File: src/rtl/decoder_scheduler.sv
// Front-end scheduler for the turbo Decoder core.
// Picks one of NUM_REQ requesters round-robin, streams its 84-bit frame into
// the Decoder as four 21-bit words plus a tail cycle, then waits for done
// (bounded by TIMEOUT) and returns the 5-bit result tagged with the requester.
module decoder_scheduler #(
   parameter int NUM_REQ = 2,
   parameter int TIMEOUT = 64
) (
   input  logic                   clk_p_i,
   input  logic                   reset_p_i,
   input  logic [NUM_REQ-1:0]     req_i,
   input  logic [NUM_REQ*84-1:0]  frame_i,
   output logic [NUM_REQ-1:0]     gnt_o,
   output logic                   busy_o,
   output logic                   rsp_valid_o,
   output logic [1:0]             rsp_id_o,
   output logic [4:0]             rsp_data_o,
   output logic                   rsp_err_o,
   output logic                   dec_start_o,
   output logic [20:0]            dec_data_o,
   input  logic [4:0]             dec_data_i,
   input  logic                   dec_done_i
);

   typedef enum logic [1:0] {S_IDLE, S_LOAD, S_TAIL, S_WAIT} state_t;

   localparam int CNT_W = 10;

   state_t             state_q, state_d;
   logic [1:0]         word_q, word_d;
   logic [CNT_W-1:0]   cnt_q, cnt_d;
   logic [1:0]         ptr_q, ptr_d;
   logic [1:0]         id_q, id_d;
   logic [83:0]        frame_q, frame_d;

   logic [NUM_REQ-1:0] gnt_d;
   logic               busy_d, rsp_valid_d, rsp_err_d, dec_start_d;
   logic [1:0]         rsp_id_d;
   logic [4:0]         rsp_data_d;
   logic [20:0]        dec_data_d;

   // Requests and frames padded to four slots so a 2-bit index always fits.
   logic [3:0]         req_arr;
   logic [83:0]        frame_arr [4];
   logic [20:0]        word_arr [4];

   logic [2:0]         slot;
   logic [1:0]         pick;
   logic               pick_vld;

   for (genvar k = 0; k < 4; k++) begin : g_slot
      if (k < NUM_REQ) begin : g_used
         assign req_arr[k]   = req_i[k];
         assign frame_arr[k] = frame_i[k*84 +: 84];
      end else begin : g_unused
         assign req_arr[k]   = 1'b0;
         assign frame_arr[k] = '0;
      end
      assign word_arr[k] = frame_q[k*21 +: 21];
   end

   // Round-robin pick: first pending requester at or after the pointer, wrapping.
   always_comb begin
      // NOTE: every variable written here gets a default first, so no path leaves it unassigned and no latch is inferred.
      slot     = '0;
      pick     = '0;
      pick_vld = 1'b0;
      for (int i = 0; i < NUM_REQ; i++) begin
         slot = {1'b0, ptr_q} + 3'(i);
         if (slot >= 3'(NUM_REQ)) slot = slot - 3'(NUM_REQ);
         if (!pick_vld && req_arr[slot[1:0]]) begin
            pick_vld = 1'b1;
            pick     = slot[1:0];
         end
      end
   end

   // Next-state and next-output logic; every output is registered from these.
   always_comb begin
      state_d     = state_q;
      word_d      = word_q;
      cnt_d       = cnt_q;
      ptr_d       = ptr_q;
      id_d        = id_q;
      frame_d     = frame_q;
      gnt_d       = '0;
      rsp_valid_d = 1'b0;
      rsp_id_d    = rsp_id_o;
      rsp_data_d  = rsp_data_o;
      rsp_err_d   = rsp_err_o;
      dec_data_d  = dec_data_o;

      unique case (state_q)
         S_IDLE: begin
            if (pick_vld) begin
               state_d    = S_LOAD;
               word_d     = '0;
               frame_d    = frame_arr[pick];
               id_d       = pick;
               ptr_d      = (pick == 2'(NUM_REQ-1)) ? 2'd0 : pick + 2'd1;
               gnt_d      = NUM_REQ'(1) << pick;
               dec_data_d = frame_arr[pick][20:0];
            end
         end
         S_LOAD: begin
            if (word_q == 2'd3) begin
               state_d = S_TAIL;
            end else begin
               word_d     = word_q + 2'd1;
               dec_data_d = word_arr[word_q + 2'd1];
            end
         end
         S_TAIL: begin
            state_d = S_WAIT;
            cnt_d   = '0;
         end
         S_WAIT: begin
            cnt_d = cnt_q + CNT_W'(1);
            // Done takes priority over a timeout landing on the same cycle.
            if (dec_done_i) begin
               state_d     = S_IDLE;
               rsp_valid_d = 1'b1;
               rsp_id_d    = id_q;
               rsp_data_d  = dec_data_i;
               rsp_err_d   = 1'b0;
            end else if (cnt_q == CNT_W'(TIMEOUT-1)) begin
               state_d     = S_IDLE;
               rsp_valid_d = 1'b1;
               rsp_id_d    = id_q;
               rsp_data_d  = '0;
               rsp_err_d   = 1'b1;
            end
         end
         default: state_d = S_IDLE;
      endcase

      busy_d      = (state_d != S_IDLE);
      dec_start_d = (state_d == S_LOAD) || (state_d == S_TAIL);
   end

   // State and output registers with synchronous reset.
   always_ff @(posedge clk_p_i) begin
      // NOTE: sequential state uses non-blocking assignments so all registers update together at the edge.
      if (reset_p_i) begin
         state_q     <= S_IDLE;
         word_q      <= '0;
         cnt_q       <= '0;
         ptr_q       <= '0;
         id_q        <= '0;
         gnt_o       <= '0;
         busy_o      <= 1'b0;
         rsp_valid_o <= 1'b0;
         rsp_id_o    <= '0;
         rsp_data_o  <= '0;
         rsp_err_o   <= 1'b0;
         dec_start_o <= 1'b0;
         dec_data_o  <= '0;
      end else begin
         state_q     <= state_d;
         word_q      <= word_d;
         cnt_q       <= cnt_d;
         ptr_q       <= ptr_d;
         id_q        <= id_d;
         gnt_o       <= gnt_d;
         busy_o      <= busy_d;
         rsp_valid_o <= rsp_valid_d;
         rsp_id_o    <= rsp_id_d;
         rsp_data_o  <= rsp_data_d;
         rsp_err_o   <= rsp_err_d;
         dec_start_o <= dec_start_d;
         dec_data_o  <= dec_data_d;
      end
   end

   // Latched frame payload.
   always_ff @(posedge clk_p_i) begin
      // NOTE: the payload register is not reset; it is always reloaded at grant before anything reads it.
      frame_q <= frame_d;
   end

endmodule

File: config.mk
export PLATFORM = sky130hd
export DESIGN_NAME = decoder_scheduler
export DESIGN_NICKNAME = d
export VERILOG_FILES = /design/src/rtl/decoder_scheduler.sv
export SDC_FILE = /design/constraint.sdc
export NUM_CORES = 1
export LEC_CHECK = 0
export CORE_MARGIN = 5
export CORE_UTILIZATION = 50
export CTS_CLUSTER_SIZE = 28
export DETAILED_ROUTE_END_ITERATION = 8
export PLACE_DENSITY = 0.93
export SETUP_SLACK_MARGIN = 0.4
export SLEW_MARGIN = 20
export SYNTH_ARGS = -nofsm -noshare
export SYNTH_HDL_FRONTEND = slang
export SYNTH_SLANG_ARGS = --single-unit
File: constraint.sdc
create_clock -name clk_p_i -period 3.6 [get_ports clk_p_i]
set_input_delay 0.36 -clock clk_p_i [delete_from_list [all_inputs] [get_ports clk_p_i]]
set_output_delay 0.36 -clock clk_p_i [all_outputs]
set_load 0.03 [all_outputs]
==> summary.md <==
| Metric | Value |
|---|---|
| Status | finished, final reports clean |
| Worst reg-to-reg path cell count | 6 |
| Crit Path Class | primary input to register |
| Wire length per cell | 21.4 um |
| R2R Path End | dec_data_o[6] |
| RSZ-0062 raised after global routing | no |
| Clock Pin Slew Worst Setup and Hold Paths | 60 ps |
| Power Density | 468 nW/um2 |
| Ys Warns | 0 |
| Setup crit start | req_i[1] |
| GR Layer Usage met3 | 6.31% |
| Crit start category | primary input |
| Most common library cells after synthesis | 84 x edfxtp_1, 63 x mux2_1, 52 x dfxtp_1 |
| Met1 Resource Use GR | 28.4% |
| CP required | 3960 ps |
| N_diodes | 0 |
| M2 GR Usage | 43.7% |
| Via density | 5.85 |
| Clock sinks | 136 |
| Flops & latches, synth | 136 |
| Total wire length | 18.6 mm |
| Cts repair resizes | 0 |
| I/O Buffers | 211 |
| Crit path DAT | 3050 ps |
| Part of the cycle the worst path needs | 74.8% |
| Final Hold Vio Count | 0 |
| Reg-to-reg slack, setup | 1090 ps |
| Core Box Area | 12600 um2 |
| Avg Synthesized Cell Area | 13.4 um2 |
| Slew headroom | 25.7% |
| Via count | 5079 |
| Tot Pwr | 4350 uW |
| Async set or reset register ratio after synthesis | 0% |
| GRT overflow | 0 |
| First-pass GRT wire length | 28.5 mm |
| Horiz. Die Dim | 123 um |
| Clk buf depth | 2 |
| Share of the synthesized area in the top cell type | 39.2% |
| Syn Inst Count | 481 |
| Hold Buf Count CTS | 0 |
| Top-count cell post-synth | edfxtp_1 |
| Worst-path maximum fanout | 23 |
| Max H-tree Level | 4 |
| Synth Flop Type | edfxtp_1 |
| Starting DRT DRC Count | 391 |
| Layout cell share with drive strength beyond 1 | 13.9% |
| Tightest Pin Transition | 1110 ps |
| Inserted Clock Buffers | 17 |
| DP Wirelength | 13.3 mm |
| Setup TNS | 0 ps |
| Nets@finish | 864 |
| Pleak | 0.00340 uW |
| Post-route ant nets | 0 |
| Max VDD drop | 312 uV |
| Antenna violations before repair | 0 |
| Die extent in y | 123 um |
| Grt peak-use layer | met2 |
| Root Buffer | clkbuf_16 |
| Crit end category | register |
| HP Class | register to register |
| Ports | 212 |
| Rows | 41 |
| Final-report max-slew violation count | 0 |
| Setup Fix Bufs, Post-CTS | 0 |
| Worst Setup EP | dec_data_o[6] |
| Die area | 15200 um2 |
| Max Cap Viol | 0 |
| Max Clk Rate | 0.371 GHz |
| Final Setup Violations | 0 |
| Global Route Usage Sum | 25.0% |
| CTS tree | yes |
| Skew-Pair Late Insertion Delay | 420 ps |
| Initial Util | 51.0% |
| Routability Congestion | 0.875 |
| Leading area contributor after synthesis | edfxtp_1 |
| P&R area growth vs syn | 44.5% |
| Register area share after synthesis | 55.4% |
| # DRC | 0 |
| Post-synthesis cell type count | 48 |
| Clock skew | 6.22 ps |
| Reg2reg start | state_q[1] |
| Vias in the first global route | 5474 |
| Mapped cell area | 6430 um2 |
| Synth top area cells | edfxtp_1 39%, dfxtp_1 16%, mux2_1 11% |
| Post-synth EDFFs | 84 |
| Worst Hold Margin | 455 ps |
| Syn_nets | 662 |
| Largest net degree at the start of global routing | 45 |
| Total iterations of the first detailed-routing run | 5 |
| Min cycle time layout | 2690 ps |
worst max-delay path, stage by stage:
cell,delay (ps)
clkdlybuf4s50_1,750
o21ai_1,680
clkinv_2,570
nor3_2,320
buf_4,230
a21o_1,140
area by class of cell:
class                      count  area (um2)
clock buffer                  21         472
clock inverter                11        93.8
fill                         845        3320
inverter                       5        20.0
multi-input combinational    302        2720
sequential                   136        3560
tap                          172         215
timing repair buffer         221        2210
stage by stage:
step,worst slack (ps),instance area [um2],util (%),std cells
floorplan,1150,6430,-,481
global placement,661,8730,69.2,836
detailed placement,485,8730,69.2,836
CTS,942,9300,73.7,868
global route,669,9300,73.7,868
finish,908,9300,73.7,868
layer usage:
metal  vias up  share of wire [%]  wire length, um
met5         -                  0                0
li1       2286                  -                -
met1      2455                 35             6570
met3        60                7.5             1390
met4         0                4.1              754
met2       278                 53             9880
state kept, by name, indices dropped and copies added, names as in the netlist, 2 cells and up:
register,cells
frame_q,84
dec_data_o,21
cnt_q,10
rsp_data_o,5
gnt_o,2
id_q,2
ptr_q,2
rsp_id_o,2
state_q,2
word_q,2
worst min path at each step:
stage	endpoint	cells after the start	startpoint
CTS	dec_data_o[7]	1	dec_data_o[7]
detailed placement	dec_data_o[7]	1	dec_data_o[7]
finish	dec_data_o[7]	1	dec_data_o[7]
global placement	dec_data_o[9]	1	dec_data_o[9]
floorplan	id_q[1]	1	id_q[1]
global route	dec_data_o[3]	1	dec_data_o[3]
placed cells by master (no fill, tap or decap), drive strengths merged, types with 22 or more instances in the layout:
master         instances
a21o                  22
clkdlybuf4s50        211
mux2                  85
edfxtp                84
dfxtp                 52
nand2                 28
nand4                 23
kinds of logic after synthesis:
group                      count (synthesis)  share of synthesized area, %
DFF                                      136                          55.4
adders and majority gates                  3                         0.584
muxes                                    108                          22.5
buffers and inverters                     43                          2.92
xor gates and xnor gates                   5                         0.681
and+or+nand+nor                           97                          7.80
AOI/OAI and AO/OA                         89                          10.1
power breakdown:
part	leakage [uW]	internal, uW	switching, uW
logic	0.00187	430	376
registers	0.00125	1820	64.8
clock network	0.000281	1010	650
(Power assumes the default switching activity.)
